`src/rtl/alu_pkg.sv`:
```
// Shared types and constants for the multi-cycle ALU.
//   alu_op_e    : operation encodings carried on alu_op (0..10 defined, others illegal)
//   FLAG_*      : bit positions of the flags inside alu_flags
//   alu_state_e : control FSM states of alu_mc
package alu_pkg;

  typedef enum logic [3:0] {
    ALU_ADD  = 4'd0,
    ALU_SUB  = 4'd1,
    ALU_SRL  = 4'd2,
    ALU_SLL  = 4'd3,
    ALU_SRA  = 4'd4,
    ALU_OR   = 4'd5,
    ALU_NOR  = 4'd6,
    ALU_AND  = 4'd7,
    ALU_NAND = 4'd8,
    ALU_XOR  = 4'd9,
    ALU_MUL  = 4'd10
  } alu_op_e;

  localparam int FLAG_Z = 0;
  localparam int FLAG_N = 1;
  localparam int FLAG_C = 2;
  localparam int FLAG_V = 3;

  typedef enum logic [1:0] {
    IDLE,
    MULT,
    DONE
  } alu_state_e;

endpackage

```
`src/rtl/alu_mul_iter.sv`:
```
// Iterative unsigned shift-add multiplier.
//   clk, rst : clock and synchronous active-high reset (aborts any product in progress)
//   start    : load operands a/b and begin; takes DATA_WIDTH cycles
//   a, b     : operands, sampled only when start is high
//   done     : high for one cycle once the product is complete
//   product  : full 2*DATA_WIDTH-bit product, valid while done is high
module alu_mul_iter #(
  parameter int unsigned DATA_WIDTH = 16
) (
  input  logic                      clk,
  input  logic                      rst,
  input  logic                      start,
  input  logic [DATA_WIDTH-1:0]     a,
  input  logic [DATA_WIDTH-1:0]     b,
  output logic                      done,
  output logic [2*DATA_WIDTH-1:0]   product
);
  import alu_pkg::*;

  localparam int unsigned CntWidth = $clog2(DATA_WIDTH) + 1;

  logic [2*DATA_WIDTH-1:0] acc_q;
  logic [2*DATA_WIDTH-1:0] mcand_q;
  logic [DATA_WIDTH-1:0]   mplier_q;
  logic [CntWidth-1:0]     cnt_q;
  logic                    busy_q;

  always_ff @(posedge clk) begin
    if (rst) begin
      acc_q    <= '0;
      mcand_q  <= '0;
      mplier_q <= '0;
      cnt_q    <= '0;
      busy_q   <= 1'b0;
    end else if (start) begin
      acc_q    <= '0;
      mcand_q  <= {{DATA_WIDTH{1'b0}}, a};
      mplier_q <= b;
      cnt_q    <= CntWidth'(DATA_WIDTH);
      busy_q   <= 1'b1;
    end else if (busy_q) begin
      if (cnt_q != '0) begin
        // One multiplier bit per cycle, LSB first.
        if (mplier_q[0]) begin
          acc_q <= acc_q + mcand_q;
        end
        mcand_q  <= mcand_q << 1;
        mplier_q <= mplier_q >> 1;
        cnt_q    <= cnt_q - CntWidth'(1);
      end else begin
        busy_q <= 1'b0;
      end
    end
  end

  assign done    = busy_q && (cnt_q == '0);
  assign product = acc_q;

endmodule

```
`src/rtl/alu_mc.sv`:
```
// Multi-cycle ALU with valid/ready handshakes on input and output.
//   clk, rst       : clock and synchronous active-high reset
//   alu_in_valid   : operands/op valid;  alu_in_ready : operation can be accepted
//   alu_a_in       : operand A;  alu_b_in : operand B / shift amount
//   alu_op         : operation (alu_op_e encoding)
//   alu_out_valid  : result valid;  alu_out_ready : consumer takes the result
//   alu_dout       : registered result
//   alu_flags      : registered flags, [3:0] = {V,C,N,Z}, upper bits zero
// Single-cycle ops register their result on the accepting edge; MUL runs in
// alu_mul_iter and presents its result DATA_WIDTH+1 edges after acceptance.
module alu_mc #(
  parameter int unsigned DATA_WIDTH = 16,
  parameter int unsigned OP_WIDTH   = 4
) (
  input  logic                  clk,
  input  logic                  rst,
  input  logic                  alu_in_valid,
  output logic                  alu_in_ready,
  input  logic [DATA_WIDTH-1:0] alu_a_in,
  input  logic [DATA_WIDTH-1:0] alu_b_in,
  input  logic [OP_WIDTH-1:0]   alu_op,
  output logic                  alu_out_valid,
  input  logic                  alu_out_ready,
  output logic [DATA_WIDTH-1:0] alu_dout,
  output logic [DATA_WIDTH-1:0] alu_flags
);
  import alu_pkg::*;

  localparam int unsigned SHAMT_WIDTH = $clog2(DATA_WIDTH);
  localparam int unsigned Msb         = DATA_WIDTH - 1;

  alu_state_e state_q, state_d;
  logic [DATA_WIDTH-1:0] dout_q, dout_d;
  logic [DATA_WIDTH-1:0] flags_q, flags_d;

  logic accept;
  logic mul_start, mul_done;
  logic [2*DATA_WIDTH-1:0] mul_product;

  // Encodings above the defined range fold onto an unused code so they hit the default arm.
  logic [31:0] op_val;
  logic [3:0]  op_sel;
  logic        is_mul;

  assign op_val = 32'(alu_op);
  assign op_sel = (op_val < 32'd11) ? op_val[3:0] : 4'hF;
  assign is_mul = (op_sel == ALU_MUL);

  assign alu_in_ready  = (state_q == IDLE) || ((state_q == DONE) && alu_out_ready);
  assign alu_out_valid = (state_q == DONE);
  assign accept        = alu_in_valid && alu_in_ready;
  assign alu_dout      = dout_q;
  assign alu_flags     = flags_q;

  // Single-cycle datapath
  logic [SHAMT_WIDTH-1:0] shamt;
  logic                   shamt_big;
  logic [DATA_WIDTH:0]    sum, diff;
  logic [DATA_WIDTH:0]    srl_ext, sll_ext, sra_ext;

  assign shamt     = alu_b_in[SHAMT_WIDTH-1:0];
  assign shamt_big = |alu_b_in[DATA_WIDTH-1:SHAMT_WIDTH];
  assign sum       = {1'b0, alu_a_in} + {1'b0, alu_b_in};
  assign diff      = {1'b0, alu_a_in} - {1'b0, alu_b_in};
  // An extra bit beside A catches the last bit shifted out; it stays 0 for a zero shift.
  assign srl_ext   = {alu_a_in, 1'b0} >> shamt;
  assign sll_ext   = {1'b0, alu_a_in} << shamt;
  assign sra_ext   = $signed({alu_a_in, 1'b0}) >>> shamt;

  logic [DATA_WIDTH-1:0] sc_res;
  logic                  sc_c, sc_v;

  always_comb begin
    sc_res = '0;
    sc_c   = 1'b0;
    sc_v   = 1'b0;
    case (op_sel)
      ALU_ADD: begin
        sc_res = sum[DATA_WIDTH-1:0];
        sc_c   = sum[DATA_WIDTH];
        sc_v   = (alu_a_in[Msb] == alu_b_in[Msb]) && (sum[Msb] != alu_a_in[Msb]);
      end
      ALU_SUB: begin
        sc_res = diff[DATA_WIDTH-1:0];
        sc_c   = diff[DATA_WIDTH];
        sc_v   = (alu_a_in[Msb] != alu_b_in[Msb]) && (diff[Msb] != alu_a_in[Msb]);
      end
      ALU_SRL: begin
        if (!shamt_big) begin
          sc_res = srl_ext[DATA_WIDTH:1];
          sc_c   = srl_ext[0];
        end
      end
      ALU_SLL: begin
        if (!shamt_big) begin
          sc_res = sll_ext[DATA_WIDTH-1:0];
          sc_c   = sll_ext[DATA_WIDTH];
        end
      end
      ALU_SRA: begin
        if (shamt_big) begin
          sc_res = {DATA_WIDTH{alu_a_in[Msb]}};
          sc_c   = alu_a_in[Msb];
        end else begin
          sc_res = sra_ext[DATA_WIDTH:1];
          sc_c   = sra_ext[0];
        end
      end
      ALU_OR:   sc_res = alu_a_in | alu_b_in;
      ALU_NOR:  sc_res = ~(alu_a_in | alu_b_in);
      ALU_AND:  sc_res = alu_a_in & alu_b_in;
      ALU_NAND: sc_res = ~(alu_a_in & alu_b_in);
      ALU_XOR:  sc_res = alu_a_in ^ alu_b_in;
      default:  sc_res = '0;
    endcase
  end

  // Control FSM and result selection
  logic                  load;
  logic [DATA_WIDTH-1:0] fin_res;
  logic                  fin_c, fin_v;

  always_comb begin
    state_d   = state_q;
    load      = 1'b0;
    mul_start = 1'b0;
    fin_res   = sc_res;
    fin_c     = sc_c;
    fin_v     = sc_v;
    case (state_q)
      IDLE: begin
        if (accept) begin
          if (is_mul) begin
            state_d   = MULT;
            mul_start = 1'b1;
          end else begin
            state_d = DONE;
            load    = 1'b1;
          end
        end
      end
      MULT: begin
        if (mul_done) begin
          state_d = DONE;
          load    = 1'b1;
          fin_res = mul_product[DATA_WIDTH-1:0];
          fin_c   = |mul_product[2*DATA_WIDTH-1:DATA_WIDTH];
          fin_v   = 1'b0;
        end
      end
      DONE: begin
        if (alu_out_ready) begin
          if (accept) begin
            if (is_mul) begin
              state_d   = MULT;
              mul_start = 1'b1;
            end else begin
              state_d = DONE;
              load    = 1'b1;
            end
          end else begin
            state_d = IDLE;
          end
        end
      end
      default: state_d = IDLE;
    endcase
  end

  always_comb begin
    dout_d  = dout_q;
    flags_d = flags_q;
    if (load) begin
      dout_d          = fin_res;
      flags_d         = '0;
      flags_d[FLAG_Z] = (fin_res == '0);
      flags_d[FLAG_N] = fin_res[Msb];
      flags_d[FLAG_C] = fin_c;
      flags_d[FLAG_V] = fin_v;
    end
  end

  always_ff @(posedge clk) begin
    if (rst) begin
      state_q <= IDLE;
      dout_q  <= '0;
      flags_q <= '0;
    end else begin
      state_q <= state_d;
      dout_q  <= dout_d;
      flags_q <= flags_d;
    end
  end

  alu_mul_iter #(
    .DATA_WIDTH (DATA_WIDTH)
  ) u_mul (
    .clk     (clk),
    .rst     (rst),
    .start   (mul_start),
    .a       (alu_a_in),
    .b       (alu_b_in),
    .done    (mul_done),
    .product (mul_product)
  );

endmodule

```
`config.mk`:
```
export PLATFORM = sky130hd
export DESIGN_NAME = alu_mc
export DESIGN_NICKNAME = d
export VERILOG_FILES = /design/src/rtl/alu_pkg.sv /design/src/rtl/alu_mul_iter.sv /design/src/rtl/alu_mc.sv
export SDC_FILE = /design/constraint.sdc
export NUM_CORES = 1
export LEC_CHECK = 0
export ABC_AREA = 0
export CAP_MARGIN = 10
export CORE_AREA = 5 5 170 172
export DETAILED_ROUTE_END_ITERATION = 7
export DIE_AREA = 0 0 175 177
export PLACE_DENSITY_LB_ADDON = 0.2
export SYNTH_ARGS = -nofsm -noshare
export SYNTH_HDL_FRONTEND = slang
export SYNTH_SLANG_ARGS = --single-unit
```
`constraint.sdc`:
```
create_clock -name clk -period 9.73 [get_ports clk]
set_input_delay 1.946 -clock clk [delete_from_list [all_inputs] [get_ports clk]]
set_output_delay 1.946 -clock clk [all_outputs]
set_load 0.05 [all_outputs]
```
-- Yosys cells after proc, flatten, opt, wreduce, memory -nomap -nowiden
Cells that the tools add are included.
- bits in registers: 108
- input bits: 40
- output and inout port bits: 34
- add/subtract/negate cells: 4
- $lt $le $gt $ge: 1
- equal/unequal tests: 19
- shift operators: 3
- muxes and demuxes: 43
- bitwise gates (word level): 5
- reduce and logical (&&, ||, !) cells: 20
- operator list (cell ; count):
    two-way mux 16 bit ; 11
    one-hot mux 16 bit (10 select lines) ; 1
    adder 32 bit ; 1
    inverter 16 bit ; 2
    adder 16 x 16 -> 17 bit ; 1
    two-way mux 1 bit ; 17
    left shift 16 x 4 -> 17 bit ; 1
    >> shifter 17 x 4 -> 17 bit ; 1
    >>> shifter 17 x 4 -> 17 bit ; 1
    subtractor 16 x 16 -> 17 bit ; 1
    bitwise AND 16 bit ; 1
    equality test 4 x 3 -> 1 bit, second input constant ; 4
    logical NOT 16 bit ; 1
    OR 16 bit ; 1
    OR reduction 16 bit ; 1
    XOR 16 bit ; 1
    two-way mux 5 bit ; 3
    equality test 4 bit, second input constant ; 3
    OR reduction 12 bit ; 1
    two-way mux 2 bit ; 5
    equality test 4 x 2 -> 1 bit, second input constant ; 2
    one-hot mux 2 bit (3 select lines) ; 1
    AND reduction 3 bit ; 2
    logical AND 1 bit ; 5
    other kinds (21) ; 27

-- Longest topological paths before layout
- word-level depth: 9
- depth in mapped cells: 15
- mapped depth without buffers: 14

-- Hierarchy
A second synthesis with hierarchy kept.
- cell total of the unflattened synthesis: 1508
- area total of the unflattened synthesis: 11128.2 µm²
- by module, submodules not included (module ; times used ; cells an instance ; area an instance (µm²)):
    alu_mc ; 1 ; 842 ; 6105.9
    alu_mul_iter ; 1 ; 666 ; 5022.3

-- Least setup slack after synthesis
Ideal clock, no wire load.
- kind: in2reg
- start: input port alu_b_in[2]
- end: register flags_q[0] (netlist: alu_flags[0])
- setup time: 116 ps
- arrival time: 4869 ps
- required time: 9614 ps
- setup slack: 4745 ps
- cell stages on the path: 14
- path buffers: 2
- cell sequence: clkinv_1 -> buf_1 -> ha_1 -> clkbuf_2 -> nor2b_1 -> o31ai_4 -> a21oi_1 -> a221oi_2 -> o21ai_0 -> or4_1 -> a32o_1 -> a31oi_1 -> inv_1 -> a31o_1
- longest elaborated chain between the ends: 6
- elaborated cells on any way between the ends: 17
- classes of those cells: add/sub (2); shift (3); mux (6); bitwise (5); reduce/logical (1)
- RTL lines (what ; line ; source):
    from (decl) ; alu_mc.sv:20 ; input logic [DATA_WIDTH-1:0] alu_b_in,
    parallel branches: the longest is 2 deep, another holds subtractor 16 x 16 -> 17 bit ; n/a ;
    one-hot mux 16 bit (10 select lines) * ; alu_mc.sv:77 ; case (op_sel)
    two-way mux 16 bit ; alu_mc.sv:143 ; if (mul_done) begin
    two-way mux 16 bit * ; alu_mc.sv:130 ; case (state_q)
    logical NOT 16 bit * ; alu_mc.sv:176 ; flags_d[FLAG_Z] = (fin_res == '0);
    to (signal assigned) ; alu_mc.sv:191 ; flags_q <= flags_d;
    to (decl) ; alu_mc.sv:34 ; logic [DATA_WIDTH-1:0] flags_q, flags_d;
Every way passes the cells marked *.
A chain may end at the register's enable or synchronous reset.

-- Worst setup path in the final report
Ends and elaborated chain as after synthesis.

==> run_summary.xml <==
<?xml version="1.0" encoding="UTF-8"?>
<metrics>
  <group name="outcome">
    <metric name="outcome" unit="">complete, no violations</metric>
  </group>
  <group name="die">
    <metric name="chipHeight" unit="um">177</metric>
    <metric name="ioPinCount" unit="">74</metric>
    <metric name="design.die.area" unit="mm2">0.0310</metric>
    <metric name="initial_utilization" unit="">0.389</metric>
    <metric name="placementRows" unit="">61</metric>
    <metric name="die_w" unit="um">175</metric>
    <metric name="fp.coreArea" unit="mm2">0.0273</metric>
  </group>
  <group name="synth">
    <metric name="post_synth_and_or_nand_nor_area_fraction" unit="">0.239</metric>
    <metric name="synth_cell_type_count" unit="">95</metric>
    <metric name="yosysSeqAreaShare" unit="">0.201</metric>
    <metric name="syn_inst" unit="">1457</metric>
    <metric name="post_synth.cell_area_avg" unit="um2">7.30</metric>
    <metric name="synth_top_family_by_area" unit="">compound AO/OA/AOI/OAI gates</metric>
    <metric name="synth_ff_type" unit="">sky130_fd_sc_hd__dfxtp_1</metric>
    <metric name="synth_compound_area_frac" unit="">0.285</metric>
    <metric name="ys_seq_elements" unit="">107</metric>
    <metric name="yosysWarnings" unit="">0</metric>
    <metric name="synth_enable_flop_cells" unit="">0</metric>
    <metric name="post_synth_instance_area" unit="mm2">0.0106</metric>
    <metric name="xor_xnor_portion_of_the_synthesized_cell_area" unit="">0.0346</metric>
    <metric name="synth_async_sr_flop_share" unit="">0</metric>
    <metric name="synth.area.mux_share" unit="">0.0595</metric>
    <metric name="synth_adder_area_share" unit="">0.109</metric>
  </group>
  <group name="placement">
    <metric name="dp.final_hpwl" unit="um">30600</metric>
    <metric name="dpl-instance-area" unit="mm2">0.0113</metric>
    <metric name="count_of_port_buffers_added_during_placement" unit="">61</metric>
    <metric name="place_congestion" unit="">0.998</metric>
  </group>
  <group name="timing">
    <metric name="finalHoldViolCount" unit="">0</metric>
    <metric name="max-slew-margin-rel" unit="">0.259</metric>
    <metric name="fmax" unit="MHz">170</metric>
    <metric name="timing.final.setup_violations" unit="">0</metric>
    <metric name="finalSetupTns" unit="ns">0</metric>
    <metric name="final_clock_period_utilization_by_the_worst_path" unit="">0.606</metric>
    <metric name="tightest_slew" unit="ns">1.11</metric>
    <metric name="grt_setup_unrepaired" unit="">false</metric>
    <metric name="timing.final.max_slew_violations" unit="">0</metric>
    <metric name="timing.final.crit_period" unit="ns">5.90</metric>
    <metric name="finalClockSkew" unit="ns">0.0138</metric>
  </group>
  <group name="critical_path">
    <metric name="critical_path.max_fanout" unit="">49</metric>
    <metric name="crit_slowest_cell" unit="">sky130_fd_sc_hd__clkinv_1</metric>
    <metric name="r2r_slack" unit="ns">6.11</metric>
    <metric name="criticalPathCategory" unit="">in2reg</metric>
    <metric name="endpoint_kind" unit="">flip-flop</metric>
    <metric name="critical_path.cell_chain" unit="">buf_2, buf_4, clkinv_1, ha_1, nor2b_1, o31ai_4, a21oi_1, a221oi_2, o21ai_0, or4_1, a32o_1, a31oi_1, inv_1, a31o_1</metric>
    <metric name="worstRegToRegCells" unit="">12</metric>
    <metric name="worst_ep_required_time" unit="ns">9.98</metric>
    <metric name="slowest_delay" unit="ns">0.64</metric>
    <metric name="critPathLaunchType" unit="">primary input</metric>
    <metric name="worst_r2r_startpoint" unit="">u_mul.cnt_q[0]</metric>
    <metric name="worstReg2RegEnd" unit="">alu_flags[0]</metric>
    <metric name="cp_data_arrival_time" unit="ns">6.15</metric>
  </group>
  <group name="clocking">
    <metric name="worst_setup_hold_path_clk_slew" unit="ns">0.08</metric>
    <metric name="clkLatencyLatePin" unit="ns">0.36</metric>
    <metric name="post_cts_resize_count" unit="">0</metric>
    <metric name="cts_made_buffers" unit="">9</metric>
    <metric name="cts.root.buffer_cell" unit="">sky130_fd_sc_hd__clkbuf_16</metric>
    <metric name="cts-htree-levels" unit="">3</metric>
    <metric name="post_cts_hold_buffer_count" unit="">0</metric>
    <metric name="numClockSinks" unit="">107</metric>
    <metric name="post_cts.repair.setup_buffers" unit="">0</metric>
    <metric name="clock_tree_from_tritoncts" unit="">done</metric>
    <metric name="clk_path_buf_depth" unit="">2</metric>
  </group>
  <group name="cells_and_area">
    <metric name="finalCoreUtilization" unit="">0.426</metric>
    <metric name="post-route-cell-area" unit="mm2">0.0116</metric>
    <metric name="areaGrowthSynthToFinish" unit="%">9.47</metric>
    <metric name="nets" unit="">1581</metric>
    <metric name="inserted_diodes" unit="">0</metric>
    <metric name="drive_above_1_share" unit="">0.0632</metric>
  </group>
  <group name="global_route">
    <metric name="grt_busiest_layer" unit="">met2</metric>
    <metric name="global_route_wire_length_before_repair" unit="um">62300</metric>
    <metric name="grt_max_degree" unit="">66</metric>
    <metric name="antenna_violations_before_repair" unit="">0</metric>
    <metric name="grt_util_all_layers" unit="">0.256</metric>
    <metric name="met1_usage" unit="">0.328</metric>
    <metric name="total_global_routing_overflow" unit="">0</metric>
    <metric name="globalRouteMet2Util" unit="">0.417</metric>
    <metric name="number_of_global_route_vias_before_repair" unit="">10383</metric>
    <metric name="globalRouteMet3Util" unit="">0.0440</metric>
  </group>
  <group name="drt">
    <metric name="drt.antenna.violating_nets" unit="">0</metric>
    <metric name="drt_wl_total" unit="um">41000</metric>
    <metric name="drcViolationCount" unit="">0</metric>
    <metric name="drt_first_pass_iters" unit="">6</metric>
    <metric name="detailedRoute.firstIterationViolations" unit="">1263</metric>
    <metric name="routed-via-count" unit="">11043</metric>
    <metric name="detail_route.wl_per_cell" unit="um">22.8</metric>
    <metric name="drt-vias-per-instance" unit="">6.13</metric>
  </group>
  <group name="power_and_ir_drop">
    <metric name="comb_power_share" unit="">0.318</metric>
    <metric name="ir_drop" unit="mV">0.0826</metric>
    <metric name="sw_frac_of_total" unit="">0.370</metric>
    <metric name="p_sw" unit="uW">447</metric>
    <metric name="pwr-share-seq" unit="">0.376</metric>
    <metric name="internal_portion_of_total_power" unit="uW">761</metric>
    <metric name="power_density_relative_to_cell_area" unit="mW/mm2">104</metric>
    <metric name="total_power" unit="uW">1210</metric>
    <metric name="clock_power_share" unit="">0.306</metric>
    <metric name="p_leak" unit="uW">0.00451</metric>
  </group>
  <group name="worst_hold_path">
    <metric name="timing.hold.worst_endpoint" unit="">alu_dout[1]</metric>
    <metric name="worstHoldStart" unit="">alu_dout[1]</metric>
    <metric name="worst_hold_path.num_cells" unit="">2</metric>
    <metric name="worstHoldPathType" unit="">reg2reg</metric>
  </group>
  <group name="job">
    <metric name="max_cap_violations" unit="">0</metric>
  </group>
</metrics>
cells by family after synthesis:
group           count (synthesis)
simple gates                  553
compound gates                444
buf+inv                       170
flops                         107
fa+ha+maj                      91
mux                            49
xor+xnor                       42
other cells                     1
through the flow:
stage,worst slack [ns],hold WS [ns],cells
after global routing,3.55,0.476,1801
after detailed placement,3.58,0.447,1785
after floorplan,4.75,0.445,1468
final,3.83,0.455,1801
after CTS,3.96,0.459,1801
after global placement,3.66,0.442,1785
power by group through the flow:
stage	combinational, uW	sequential, uW	clock [uW]
floorplan	236	482	0
global placement	377	464	0
detailed placement	374	464	0
CTS	376	454	385
global route	408	455	400
finish	384	454	370
synth_stat cells, types with 10 or more instances:
library cell,count,area share
sky130_fd_sc_hd__a211oi_1,23,0.016
sky130_fd_sc_hd__a21o_1,15,0.011
sky130_fd_sc_hd__a21oi_1,126,0.059
sky130_fd_sc_hd__a221oi_1,13,0.011
sky130_fd_sc_hd__a311oi_1,30,0.025
sky130_fd_sc_hd__a31oi_1,11,0.0065
sky130_fd_sc_hd__buf_1,12,0.0042
sky130_fd_sc_hd__buf_2,19,0.0089
sky130_fd_sc_hd__buf_4,19,0.013
sky130_fd_sc_hd__clkbuf_1,59,0.021
sky130_fd_sc_hd__dfxtp_1,107,0.20
sky130_fd_sc_hd__ha_1,88,0.10
sky130_fd_sc_hd__inv_1,54,0.019
sky130_fd_sc_hd__mux2i_1,28,0.026
sky130_fd_sc_hd__nand2_1,242,0.085
sky130_fd_sc_hd__nand2b_1,17,0.010
sky130_fd_sc_hd__nand3_1,31,0.015
sky130_fd_sc_hd__nand4_1,13,0.0076
sky130_fd_sc_hd__nor2_1,147,0.052
sky130_fd_sc_hd__nor2b_1,13,0.0076
sky130_fd_sc_hd__nor3_1,16,0.0075
sky130_fd_sc_hd__nor4_1,11,0.0065
sky130_fd_sc_hd__o211ai_1,11,0.0078
sky130_fd_sc_hd__o21a_1,13,0.0092
sky130_fd_sc_hd__o21ai_0,66,0.031
sky130_fd_sc_hd__o221ai_1,14,0.012
sky130_fd_sc_hd__o22ai_1,19,0.011
sky130_fd_sc_hd__or3_1,10,0.0059
sky130_fd_sc_hd__xnor2_1,26,0.021
sky130_fd_sc_hd__xor2_1,16,0.013
routing by layer:
metal / routed length, um / share of wire
met5: 0 / 0
met4: 2250 / 0.055
met3: 3010 / 0.073
met2: 18400 / 0.45
met1: 17400 / 0.42
state kept, by name (all words and copies together), names as in the netlist:
| name | flops |
|---|---|
| state_q | 2 |
| u_mul.mplier_q | 16 |
| u_mul.cnt_q | 5 |
| alu_dout | 15 |
| alu_flags | 4 |
| u_mul.mcand_q | 32 |
| u_mul.busy_q | 1 |
| u_mul.product | 32 |
critical path: cells and delay by family:
family	cells	cell delay [ns]
AO/OA/AOI/OAI	7	1.70
buffers and inverters	4	1.21
AND/OR/NAND/NOR	2	0.66
adder cells (fa/ha/maj)	1	0.62
worst max path at each step:
| stage | cells past startpoint | to | slack (ns) | from |
|---|---|---|---|---|
| after floorplan | 14 | alu_flags[0] | 4.75 | alu_b_in[2] |
| after global placement | 14 | alu_flags[0] | 3.66 | alu_b_in[2] |
| after detailed placement | 14 | alu_flags[0] | 3.58 | alu_b_in[2] |
| after CTS | 14 | alu_flags[0] | 3.96 | alu_b_in[2] |
| after global routing | 14 | alu_dout[14] | 3.55 | alu_b_in[2] |
| final | 14 | alu_flags[0] | 3.83 | alu_b_in[2] |
cell type report:
cell class,count,area (um2)
tap,346,433
fill,2826,15700
clock buffer,9,225
multi-input combinational,1191,7800
clock inverter,7,68.8
timing repair buffer,83,751
sequential,107,2140
inverter,58,218
placed cells by master (no fill, tap or decap), types with 11 or more instances in the layout:
| cell type | count |
|---|---|
| sky130_fd_sc_hd__a211oi_1 | 23 |
| sky130_fd_sc_hd__a21o_1 | 15 |
| sky130_fd_sc_hd__a21oi_1 | 126 |
| sky130_fd_sc_hd__a221oi_1 | 13 |
| sky130_fd_sc_hd__a311oi_1 | 30 |
| sky130_fd_sc_hd__a31oi_1 | 11 |
| sky130_fd_sc_hd__buf_4 | 22 |
| sky130_fd_sc_hd__clkdlybuf4s50_1 | 56 |
| sky130_fd_sc_hd__conb_1 | 12 |
| sky130_fd_sc_hd__dfxtp_1 | 107 |
| sky130_fd_sc_hd__ha_1 | 88 |
| sky130_fd_sc_hd__inv_1 | 54 |
| sky130_fd_sc_hd__mux2i_1 | 28 |
| sky130_fd_sc_hd__nand2_1 | 242 |
| sky130_fd_sc_hd__nand2b_1 | 15 |
| sky130_fd_sc_hd__nand3_1 | 30 |
| sky130_fd_sc_hd__nand4_1 | 13 |
| sky130_fd_sc_hd__nor2_1 | 147 |
| sky130_fd_sc_hd__nor2b_1 | 12 |
| sky130_fd_sc_hd__nor3_1 | 16 |
| sky130_fd_sc_hd__o211ai_1 | 11 |
| sky130_fd_sc_hd__o21a_1 | 13 |
| sky130_fd_sc_hd__o21ai_0 | 66 |
| sky130_fd_sc_hd__o221ai_1 | 14 |
| sky130_fd_sc_hd__o22ai_1 | 19 |
| sky130_fd_sc_hd__xnor2_1 | 26 |
| sky130_fd_sc_hd__xor2_1 | 16 |
Note: power is estimated with default switching activity, not from simulation.
